## src/rtl/ifu_fetch.sv

```systemverilog
// ifu_fetch: PC owner and single-outstanding fetch sequencer in front of
// the I-cache. Ports: clk/rst, icache req/addr/data/valid, decode
// out_valid/out_ready/out_inst/out_pc, redirect_valid/redirect_pc.
module ifu_fetch #(
  parameter int unsigned ADDR_WIDTH = 32,
  parameter int unsigned DATA_WIDTH = 32,
  parameter logic [ADDR_WIDTH-1:0] RESET_PC = 32'h3000_0000
) (
  input  logic                  clk,
  input  logic                  rst,
  output logic                  icache_req,
  output logic [ADDR_WIDTH-1:0] icache_addr,
  input  logic [DATA_WIDTH-1:0] icache_data,
  input  logic                  icache_valid,
  output logic                  out_valid,
  input  logic                  out_ready,
  output logic [DATA_WIDTH-1:0] out_inst,
  output logic [ADDR_WIDTH-1:0] out_pc,
  input  logic                  redirect_valid,
  input  logic [ADDR_WIDTH-1:0] redirect_pc
);

  typedef enum logic [1:0] {
    S_IDLE,
    S_ISSUE,
    S_WAIT,
    S_HOLD
  } state_e;

  state_e                state_q, state_d;
  logic [ADDR_WIDTH-1:0] pc_q, pc_d;
  logic [ADDR_WIDTH-1:0] fa_q, fa_d;
  logic [ADDR_WIDTH-1:0] pcr_q, pcr_d;
  logic [DATA_WIDTH-1:0] inst_q, inst_d;
  logic                  kill_q, kill_d;
  logic [ADDR_WIDTH-1:0] tgt;

  // Targets are always word aligned.
  assign tgt = {redirect_pc[ADDR_WIDTH-1:2], 2'b00};

  assign icache_req  = (state_q == S_ISSUE);
  assign icache_addr = fa_q;
  assign out_valid   = (state_q == S_HOLD) & ~redirect_valid;
  assign out_inst    = inst_q;
  assign out_pc      = pcr_q;

  always_comb begin
    state_d = state_q;
    pc_d    = pc_q;
    fa_d    = fa_q;
    pcr_d   = pcr_q;
    inst_d  = inst_q;
    kill_d  = kill_q;
    unique case (state_q)
      S_IDLE: begin
        state_d = S_ISSUE;
        if (redirect_valid) begin
          pc_d = tgt;
          fa_d = tgt;
        end
      end
      S_ISSUE: begin
        if (icache_valid) begin
          if (redirect_valid) begin
            pc_d = tgt;
            fa_d = tgt;
          end else begin
            inst_d  = icache_data;
            pcr_d   = fa_q;
            state_d = S_HOLD;
          end
        end else begin
          state_d = S_WAIT;
          // Fill stays in flight on the old address; mark it stale.
          if (redirect_valid) begin
            pc_d   = tgt;
            kill_d = 1'b1;
          end
        end
      end
      S_WAIT: begin
        if (redirect_valid) begin
          pc_d   = tgt;
          kill_d = 1'b1;
        end
        if (icache_valid) begin
          if (kill_q | redirect_valid) begin
            kill_d  = 1'b0;
            fa_d    = redirect_valid ? tgt : pc_q;
            state_d = S_ISSUE;
          end else begin
            inst_d  = icache_data;
            pcr_d   = fa_q;
            state_d = S_HOLD;
          end
        end
      end
      S_HOLD: begin
        if (redirect_valid) begin
          pc_d    = tgt;
          fa_d    = tgt;
          state_d = S_ISSUE;
        end else if (out_ready) begin
          pc_d    = pcr_q + ADDR_WIDTH'(4);
          fa_d    = pcr_q + ADDR_WIDTH'(4);
          state_d = S_ISSUE;
        end
      end
      default: state_d = S_IDLE;
    endcase
  end

  always_ff @(posedge clk or posedge rst) begin
    if (rst) begin
      state_q <= S_IDLE;
      pc_q    <= RESET_PC;
      fa_q    <= RESET_PC;
      pcr_q   <= '0;
      inst_q  <= '0;
      kill_q  <= 1'b0;
    end else begin
      state_q <= state_d;
      pc_q    <= pc_d;
      fa_q    <= fa_d;
      pcr_q   <= pcr_d;
      inst_q  <= inst_d;
      kill_q  <= kill_d;
    end
  end

endmodule
```

## config.mk

```make
export PLATFORM = sky130hd
export DESIGN_NAME = ifu_fetch
export DESIGN_NICKNAME = d
export VERILOG_FILES = /design/src/rtl/ifu_fetch.sv
export SDC_FILE = /design/constraint.sdc
export NUM_CORES = 1
export LEC_CHECK = 0
export CELL_PAD_IN_SITES_DETAIL_PLACEMENT = 0
export CELL_PAD_IN_SITES_GLOBAL_PLACEMENT = 1
export CORE_ASPECT_RATIO = 0.6
export CORE_MARGIN = 2
export CORE_UTILIZATION = 40
export DETAILED_ROUTE_END_ITERATION = 6
export DONT_BUFFER_PORTS = 1
export GPL_ROUTABILITY_DRIVEN = 0
export PLACE_DENSITY_LB_ADDON = 0.1
export SLEW_MARGIN = 20
export SYNTH_ARGS = -nofsm -noshare
export SYNTH_HDL_FRONTEND = slang
export SYNTH_SLANG_ARGS = --single-unit
```

## constraint.sdc

```tcl
create_clock -name clk -period 11 [get_ports clk]
set_input_delay 2.2 -clock clk [delete_from_list [all_inputs] [get_ports clk]]
set_output_delay 2.2 -clock clk [all_outputs]
set_load 0.1 [all_outputs]
```

Word-level counts from Yosys, hierarchy flattened. Cells that the tools add are included.

Bits in registers: 131. Word-level logic and storage cells: 59.

Add/subtract/negate cells: 1. Eq/ne operators: 11. Multiplexer cells: 31. Bitwise gates (word level): 3. Reductions and logical operators: 7.

Operator list (number): two-way mux 32 bit (15); case mux 32 bit (2 select lines) (3); case mux 32 bit (4 select lines) (1); adder 32 x 3 -> 32 bit, second input constant (1); two-way mux 2 bit (6); inequality test 2 bit, second input constant (5); case mux 2 bit (4 select lines) (1); inequality test 3 bit, second input constant (2); AND reduction 5 bit (1); == test 2 bit, second input constant (2); two-way mux 1 bit (4); AND reduction 4 bit (1); AND reduction 3 bit (1); OR reduction 3 bit (1); == test 2 x 1 -> 1 bit, second input constant (1); zero test 2 bit (1); inequality test 2 x 1 -> 1 bit, second input constant (1); case mux 1 bit (2 select lines) (1); AND reduction 2 bit (1); nonzero test 2 bit (1); AND 1 bit (1); inverter 1 bit (1); OR 1 bit (1).

Longest topological paths before layout.
Word-level depth: 4. Gate-level depth with buffers: 9. Gate-level depth less buffers: 7.

Worst setup path before layout. OpenSTA, ideal clock, no wires.

Path kind: in2out. Start: input port redirect_valid. End: output port out_valid. Arrival: 3.423 ns. Path slack: 5.377 ns. Stages on the path: 3. Buffers on the path: 1. Path through: nand2b_1 inv_1 clkbuf_1.

Cells in the longest elaborated chain, start to end: 2.

RTL lines: start: declaration (RTL line 19) `input logic redirect_valid,`; inverter 1 bit (RTL line 43) `assign out_valid = (state_q == S_HOLD) & ~redirect_valid;`; AND 1 bit (RTL line 43); end: declaration (RTL line 15) `output logic out_valid,`.

Every way passes these cells.

Final worst setup path. Same ends and word-level chain as after synthesis.

==> summary.txt <==
Outcome
  – Run status: completed

Timing
  – Setup violations, final: 0
  – Min cycle time layout: 5.39 ns
  – Slew margin rel.: 24.0%
  – Tcrit/Tclk final: between 40% and 50%
  – Worst-margin pin slew: roughly 1.1 ns
  – Final Hold Viols: 0
  – Setup TNS: 0 ns
  – Fmax: about 190 MHz
  – RSZ-0062 raised after global routing: no
  – Final Max Slew Viols: 0
  – Max Clock Skew: between 0.006 and 0.007 ns

Clock tree
  – CTS tree: built
  – H-tree lvl count: 4
  – Root buf cell: clkbuf_16
  – Clock Latency Late Sink: around 0.42 ns
  – Post-CTS repair timing setup buffer count: 0
  – CTS Buffer Depth: 2
  – Worst-path clk slew: 0.06 ns
  – Post-CTS Resized: 0
  – Clock sink count: between 100 and 150
  – Hold buffer count at cts: 0
  – Num CTS Buffers: 17

Cells and area
  – Area growth syn-to-layout: 12.1%
  – Ratio of cells with drive above 1 in the final layout: between 20% and 30%
  – Layout Nets: approximately 700
  – Ant. Diodes: 0

Floorplanning
  – Die Area: around 18,000 sq um
  – IO Pins: between 150 and 200
  – Initial Utilization: a little over 40%
  – Die height: between 100 and 150 um
  – Cell Rows: 36
  – Core ar.: 16,200 sq um
  – Die width: between 150 and 200 um

Placed design
  – Port buffer count: 0
  – Post-detail-place hpwl: approximately 13,000 um

Setup path
  – Maximum fanout along the worst path: 84
  – Crit path DAT: 3.19 ns
  – Critical path capture point type: output port
  – Startpoint types: input pin
  – Crit Path Class: input pin to output port
  – CP required: 8.80 ns

Synthesis
  – Yosys cell types: 52
  – Post-synth top flop: dfrtp_1
  – Sequential fraction of the synthesis area: 50.0%
  – Post-synthesis cell count: 630
  – Yosys top cell area share: approximately 48%
  – Synth Area per Inst: between 10 and 15 sq um
  – Synth Register Bits: around 130
  – Syn nets: around 700
  – YS warnings: 0
  – Post-synth EDFFs: 0
  – Most area-consuming cells after synthesis: dfrtp_1 48%, mux2_2 11%, nand2_1 4.3%
  – Mapped Area: around 6600 sq um
  – Synth async-reset ratio: between 90% and 100%
  – Most common cell in the synthesized netlist: dfrtp_1
  – Commonest cells post-synth: 127 x dfrtp_1, 75 x nand2_1, 66 x mux2_2
  – Area leader, netlist: dfrtp_1

Run
  – Number of max-cap violations: 0

Drt
  – DRC: 0
  – WL/cell: about 22 um
  – DRT Pass-1 Iters: 5
  – Detailed Route Iter0 Violations: 355
  – Vias: approximately 5,100
  – Final wirelength: ~19,000 um
  – Routed Antenna Nets: 0
  – Routed vias/inst: approximately 6

Global routing
  – First-pass GRT wire length: 28,700 um
  – Vias in the first global route: 4,762
  – Largest net degree at the start of global routing: 85
  – Initial antenna violation count: 0
  – GRT Total Usage: between 20% and 30%
  – Gr ovfl total: 0

Min path
  – Hold WC Path Type: register to register
==> path summary, 6_finish.rpt <==
check	start	endpoint	slack, ns	cells past startpoint
max	redirect_valid	out_valid	5.61	3
min	pc_q[1]	pc_q[1]	0.52	2
max reg2reg	state_q[0]	out_inst[27]	7.82	7
min reg2reg	pc_q[1]	pc_q[1]	0.52	2
max in group asynchronous	rst	out_inst[17]	8.04	2
min in group asynchronous	rst	icache_addr[15]	1.77	1
==> stage by stage <==
step,cell area (sq um),utilization (%),worst slack (ns),std cells,hold WS [ns]
floorplan,6570,-,5.31,630,0.498
global placement,6800,42.1,5.65,816,0.506
detailed placement,6800,42.1,5.63,816,0.513
CTS,7360,45.5,5.63,848,0.521
global route,7360,45.5,5.61,848,0.551
finish,7360,45.5,5.61,848,0.524
==> layer usage <==
| metal | vias to the layer above | global-route usage (%) | share of wire [%] |
|---|---|---|---|
| li1 | 2315 | - | - |
| met1 | 2572 | 32.0 | 48 |
| met2 | 192 | 32.1 | 43 |
| met3 | 17 | 6.62 | 8.1 |
| met4 | 0 | 6.51 | 0.91 |
| met5 | - | 0 | 0 |
==> worst max-delay path, stage by stage <==
cell and delay, ns:
nand2b_1 0.17, inv_1 0.38, buf_4 0.40
==> cells by family after synthesis <==
logic type               Yosys count  synth area share, %
AND/OR/NAND/NOR                  179                 13.3
AO/OA/AOI/OAI                    156                 15.8
flip-flops                       131                 50.0
multiplexers                      80                 13.4
buffers and inverters             59                 3.90
XOR/XNOR                          21                 2.80
adder cells (fa/ha/maj)            4                0.762
==> sequential cells by signal (all words and copies together) (netlist names) <==
register	cells
icache_addr	32
kill_q	1
out_inst	32
out_pc	32
pc_q	32
state_q	2
==> layout by cell type, fill, tap and decap left out, types with 7 or more instances in the layout <==
cell       instances
dfrtp_1          127
nand2_1           74
mux2_2            66
o21ai_0           54
nor2_1            31
a21oi_1           21
buf_4             19
xnor2_1           17
clkbuf_16         17
inv_1             16
mux2i_1           14
nor3_1            12
nor4_1            11
a221oi_1          11
nand3_1           11
nand4_1           10
a22oi_1           10
nand2b_1           8
o221ai_1           8
o31ai_1            7
==> cell type report <==
class	count	area [sq um]
clock buffer	17	425
timing repair buffer	19	143
multi-input combinational	440	3050
tap	209	262
inverter	17	68.8
clock inverter	15	134
sequential	131	3280
fill	1511	8810
Power is not shown: default switching activity piles up to over one toggle a cycle in this logic, so the estimate is an artifact.
